$ cat src/rtl/dac_counter.sv
// -----------------------------------------------------------------------------
// dac_counter
//
// Free-running sample-index counter for the audio DAC path. While the upstream
// divider strobe at_max is high the index advances by one per clock and wraps
// modulo 2^WIDTH, so the lookup it drives sweeps one full waveform period
// continuously. When at_max is low the index is cleared (not held), which
// restarts the waveform from its first sample.
//
// Ports
//   clk       in   1      system clock, rising-edge active
//   nRst      in   1      asynchronous active-low reset, clears dacCount
//   at_max    in   1      count enable; low clears the count on the next edge
//   dacCount  out  WIDTH  current sample index, driven straight from a flop
// -----------------------------------------------------------------------------
module dac_counter #(
    parameter int WIDTH = 8
) (
    input  logic             clk,
    input  logic             nRst,
    input  logic             at_max,
    output logic [WIDTH-1:0] dacCount
);

    localparam logic [WIDTH-1:0] ZERO = {WIDTH{1'b0}};
    localparam logic [WIDTH-1:0] ONE  = {{(WIDTH-1){1'b0}}, 1'b1};

    logic [WIDTH-1:0] count_r;
    logic [WIDTH-1:0] next_count_s;

    // Next-state selection: increment wraps naturally at the register width.
    always_comb begin
        next_count_s = ZERO;
        if (at_max) begin
            next_count_s = count_r + ONE;
        end else begin
            next_count_s = ZERO;
        end
    end

    // Sample-index state register with asynchronous clear.
    always_ff @(posedge clk or negedge nRst) begin
        if (!nRst) begin
            count_r <= ZERO;
        end else begin
            count_r <= next_count_s;
        end
    end

    // No logic between the state register and the output.
    assign dacCount = count_r;

endmodule

$ cat config.mk
export PLATFORM = sky130hd
export DESIGN_NAME = dac_counter
export DESIGN_NICKNAME = d
export VERILOG_FILES = /design/src/rtl/dac_counter.sv
export SDC_FILE = /design/constraint.sdc
export NUM_CORES = 1
export LEC_CHECK = 0
export BUFFER_PORTS_ARGS = -buffer_cell sky130_fd_sc_hd__buf_2
export CAP_MARGIN = 20
export CORE_AREA = 2 2 39 41
export CTS_BUF_LIST = sky130_fd_sc_hd__clkbuf_4
export CTS_CLUSTER_DIAMETER = 50
export DETAILED_ROUTE_END_ITERATION = 7
export DIE_AREA = 0 0 41 43
export HOLD_SLACK_MARGIN = 0.03
export PLACE_DENSITY = 0.51
export SLEW_MARGIN = 10
export SYNTH_ARGS = -nofsm -noshare
export SYNTH_HDL_FRONTEND = slang
export SYNTH_SLANG_ARGS = --single-unit
$ cat constraint.sdc
create_clock -name clk -period 3.3 [get_ports clk]
set_input_delay 0.66 -clock clk [delete_from_list [all_inputs] [get_ports clk]]
set_output_delay 0.66 -clock clk [all_outputs]
set_load 0.02 [all_outputs]
======== Yosys cells after proc, flatten, opt, wreduce, memory -nomap -nowiden ========
Cells that the tools add are included.
cells by class
  add/subtract/negate cells ............... 1
  muxes and demuxes ....................... 1
operators by type and width
  operator               number
  $add A8 B1 Y8 const B  1
  $mux W8                1
storage, ports and cells
  output and inout bits ................... 8
  logic and storage cells ................. 3
  register bits after elaboration ......... 8
  input port bits ......................... 3

======== Depth between registers and ports, before layout ========
  depth in word-level cells ............... 2
  gate-level depth with buffers ........... 4
  depth with buffers taken out ............ 4

======== Least setup slack after synthesis ========
No wires, ideal clock.
  path kind ............................... reg2reg
  start point ............................. register count_r[0], in the netlist dacCount[0]
  end point ............................... register count_r[4], in the netlist dacCount[4]
  cell stages (with the launch flop) ...... 5
  data arrival time ....................... 1.100 ns
  path slack .............................. 2.081 ns
  required time ........................... 3.181 ns
  setup time .............................. 0.119 ns
  period minus slack after synthesis ...... 1.219 ns
  buffers on the path ..................... 0
  cell sequence ........................... dfrtp_1 > ha_1 > nand3_1 > xnor2_1 > and2_1
on the way
  word-level cells in the longest chain between the ends .. 2
RTL lines
  item                      RTL line  text
  start: declaration        28        logic [WIDTH-1:0] count_r;
  start signal: assignment  46        count_r <= next_count_s;
  $add A8 B1 Y8             35        next_count_s = count_r + ONE;
  $mux W8                   34        if (at_max) begin
  net next_count_s[4]       29        logic [WIDTH-1:0] next_count_s;
The timed path passes the listed nets, and every way through them passes these cells.

======== Worst setup path after layout ========
  start point ............................. register count_r[3], in the netlist dacCount[3]
  end point ............................... output dacCount[3]
RTL lines
  item              RTL line  text
  end: declaration  22        output logic [WIDTH-1:0] dacCount
No word-level cell between the ends.

==> impl_metrics.xml <==
<?xml version="1.0" encoding="UTF-8"?>
<metrics>
  <group name="global_routing">
    <metric name="grt_first_pass_wirelength" unit="um">1060</metric>
    <metric name="globalRoute.busiestLayer" unit="">met2</metric>
    <metric name="grtUsageMet1" unit="%">11.2</metric>
    <metric name="met2_use_gr" unit="%">11.6</metric>
    <metric name="grt_pass1_vias" unit="">241</metric>
    <metric name="grt_overflow" unit="">0</metric>
    <metric name="antenna_found_initial" unit="">0</metric>
    <metric name="grt_max_degree" unit="">11</metric>
    <metric name="track_usage" unit="%">9.61</metric>
    <metric name="groute.layer.met3.usage" unit="%">9.42</metric>
  </group>
  <group name="floorplanning">
    <metric name="core.rowCount" unit="">14</metric>
    <metric name="floorplan.initialDensity" unit="%">26.6</metric>
    <metric name="floorplan.die.width" unit="um">41</metric>
    <metric name="area_enclosed_by_the_die_boundary" unit="mm^2">0.00176</metric>
    <metric name="top_level_ports" unit="">11</metric>
    <metric name="floorplan.core_area" unit="mm^2">0.00138</metric>
    <metric name="floorplan.die.height" unit="um">43</metric>
  </group>
  <group name="sta">
    <metric name="final_critical_path_required_period" unit="ps">1530</metric>
    <metric name="max_freq" unit="MHz">656</metric>
    <metric name="max_slew.worst_pin.slew" unit="ps">181</metric>
    <metric name="min_period_over_period" unit="%">46.2</metric>
    <metric name="hold_violations" unit="">0</metric>
    <metric name="finalClockSkew" unit="ps">6.44</metric>
    <metric name="grt_setup_unrepaired" unit="">false</metric>
    <metric name="totalNegativeSetupSlack" unit="ps">0</metric>
    <metric name="slew_headroom" unit="%">87.9</metric>
    <metric name="finalSetupViolations" unit="">0</metric>
    <metric name="max_slew_vio_count" unit="">0</metric>
  </group>
  <group name="routing">
    <metric name="detail_route.drc_violations" unit="">0</metric>
    <metric name="dr_total_vias" unit="">276</metric>
    <metric name="route.antenna.remaining_nets" unit="">0</metric>
    <metric name="detail_route.vias_per_cell" unit="">4.45</metric>
    <metric name="dr.first_iter.drc_count" unit="">1</metric>
    <metric name="detailedRoute.firstPassIterationCount" unit="">3</metric>
    <metric name="routed_wire_length_per_instance" unit="um">10.7</metric>
    <metric name="routed_wl" unit="um">666</metric>
  </group>
  <group name="final_layout">
    <metric name="number_of_flip_flops_in_the_largest_register" unit="">8</metric>
    <metric name="antennaDiodeCount" unit="">0</metric>
    <metric name="design.final.nets" unit="">52</metric>
    <metric name="final_layout_size_suffix_gt1_share" unit="%">30.4</metric>
    <metric name="area_overhead_of_the_layout_relative_to_synthesis" unit="%">25.2</metric>
  </group>
  <group name="setup_path">
    <metric name="timing.rr.start" unit="">dacCount[0]</metric>
    <metric name="crit_path_largest_cell_delay" unit="ps">420</metric>
    <metric name="cp.required" unit="ps">2640</metric>
    <metric name="timing.critical_path.fanout_max" unit="">5</metric>
    <metric name="timing.critical_path.buf_inv" unit="">1</metric>
    <metric name="startpoint" unit="">dacCount[3]</metric>
    <metric name="critPathKind" unit="">reg -&gt; out</metric>
    <metric name="worst-endpoint-arrival" unit="ps">870</metric>
    <metric name="critical_path.top_delay_family" unit="">flip-flops</metric>
    <metric name="worstPathCellList" unit="">buf_2</metric>
    <metric name="crit_path_start_kind" unit="">register</metric>
    <metric name="worstSetupEndpointType" unit="">output pin</metric>
    <metric name="crit_slowest_cell" unit="">dfrtp_1</metric>
  </group>
  <group name="clock_tree">
    <metric name="ctsRootBufferMaster" unit="">clkbuf_4</metric>
    <metric name="cts.hold.buffers_added" unit="">0</metric>
    <metric name="worst_setup_hold_path_clk_slew" unit="ps">50</metric>
    <metric name="clk-insertion-delay-late" unit="ps">250</metric>
    <metric name="tritoncts_num_sinks" unit="">8</metric>
    <metric name="postCtsResizedCells" unit="">0</metric>
    <metric name="postCtsSetupBuffers" unit="">0</metric>
    <metric name="numCtsBuffers" unit="">3</metric>
    <metric name="cts_max_path_buffers" unit="">2</metric>
    <metric name="cts_tree" unit="">built</metric>
    <metric name="clock_tree.htree_level_count" unit="">1</metric>
  </group>
  <group name="logic_synthesis">
    <metric name="avgSynthCellArea" unit="um^2">11.1</metric>
    <metric name="synth-edff-count" unit="">0</metric>
    <metric name="post_synth_inst_count" unit="">33</metric>
    <metric name="most_common_cell_in_the_synthesized_netlist" unit="">dfrtp_1</metric>
    <metric name="share_of_the_yosys_chip_area_belonging_to_registers" unit="%">54.4</metric>
    <metric name="synth.cells.most_frequent" unit="">dfrtp_1 (8), nand3_1 (5), and2_1 (4)</metric>
    <metric name="synthArstFlopShare" unit="%">100</metric>
    <metric name="synth_top_area_share" unit="%">54.4</metric>
    <metric name="synth_warnings" unit="">0</metric>
    <metric name="synth.ff_latch_count" unit="">8</metric>
    <metric name="synthFlopType" unit="">dfrtp_1</metric>
    <metric name="post_synth_instance_area" unit="um^2">368</metric>
    <metric name="yosys-top-cells-area" unit="">dfrtp_1 (54%), and2_1 (6.8%), nand3_1 (6.8%)</metric>
    <metric name="synth_cell_type_count" unit="">15</metric>
    <metric name="synth_largest_area_cell" unit="">dfrtp_1</metric>
    <metric name="syn_nets" unit="">37</metric>
  </group>
  <group name="power">
    <metric name="power-per-cell-area" unit="mW/mm^2">425</metric>
    <metric name="p_leak" unit="nW">0.249</metric>
    <metric name="total_power" unit="mW">0.196</metric>
    <metric name="ir_drop" unit="uV">335</metric>
  </group>
  <group name="place">
    <metric name="place_congestion" unit="">0.669</metric>
    <metric name="dpl.hpwl" unit="um">493</metric>
    <metric name="portBuffers" unit="">10</metric>
  </group>
  <group name="run_status">
    <metric name="outcome" unit="">complete, no violations</metric>
  </group>
  <group name="flow_run">
    <metric name="maxCapViolations" unit="">0</metric>
  </group>
  <group name="worst_hold_path">
    <metric name="min_path_type" unit="">in -&gt; async</metric>
  </group>
</metrics>
[layer usage]
layer,wire (um),part of all wire [%],vias up
li1,-,-,141
met1,325,49,124
met2,267,40,11
met3,74,11,0
met4,0,0,0
met5,0,0,-
[layout make-up]
cell class	instances	area, um^2
fill	143	923
sequential	8	200
multi-input combinational	25	168
timing repair buffer	10	50.0
clock buffer	3	22.5
tap	16	20.0
[stage by stage]
| stage | utilization (%) | instances | hold WS (ps) | cell area (um^2) | worst slack (ps) |
|---|---|---|---|---|---|
| after floorplan | - | 33 | 364 | 368 | 2080 |
| after global placement | 31.6 | 59 | 508 | 438 | 2040 |
| after detailed placement | 31.6 | 59 | 515 | 438 | 2040 |
| after CTS | 33.3 | 62 | 241 | 460 | 1770 |
| after global routing | 33.3 | 62 | 231 | 460 | 1700 |
| final | 33.3 | 62 | 235 | 460 | 1770 |
[where the power goes]
group	internal, mW	switching (mW)
sequential	0.101	0.00420
combinational	0.00633	0.0105
clock	0.0415	0.0321
[logic make-up after synthesis]
logic type | count (synthesis) | share of synthesized area, %
simple gates | 17 | 26.2
compound gates | 2 | 3.40
fa+ha+maj | 1 | 3.40
xor+xnor | 3 | 7.14
mux | 2 | 5.44
flops | 8 | 54.4
[cell usage in the layout (no fill, tap or decap)]
cell	instances
and2_1	4
nand2_1	2
nand2b_1	2
ha_1	1
xnor2_1	2
clkbuf_4	3
nand3_1	5
xor2_1	1
a21boi_1	1
nor2b_1	1
or3_1	1
and3_2	1
mux2i_1	2
nand4_1	1
buf_2	10
dfrtp_1	8
o21ai_0	1
[worst paths after layout]
check                              endpoint  slack [ps]  cells after the start
worst min-delay path            dacCount[4]         230                      1
min in group clk                dacCount[0]         530                      1
max in group asynchronous       dacCount[0]        2890                      1
worst min register to register  dacCount[0]         530                      1
worst max-delay path            dacCount[3]        1770                      1
worst max register to register  dacCount[4]        2160                      4
(Power assumes the default switching activity.)
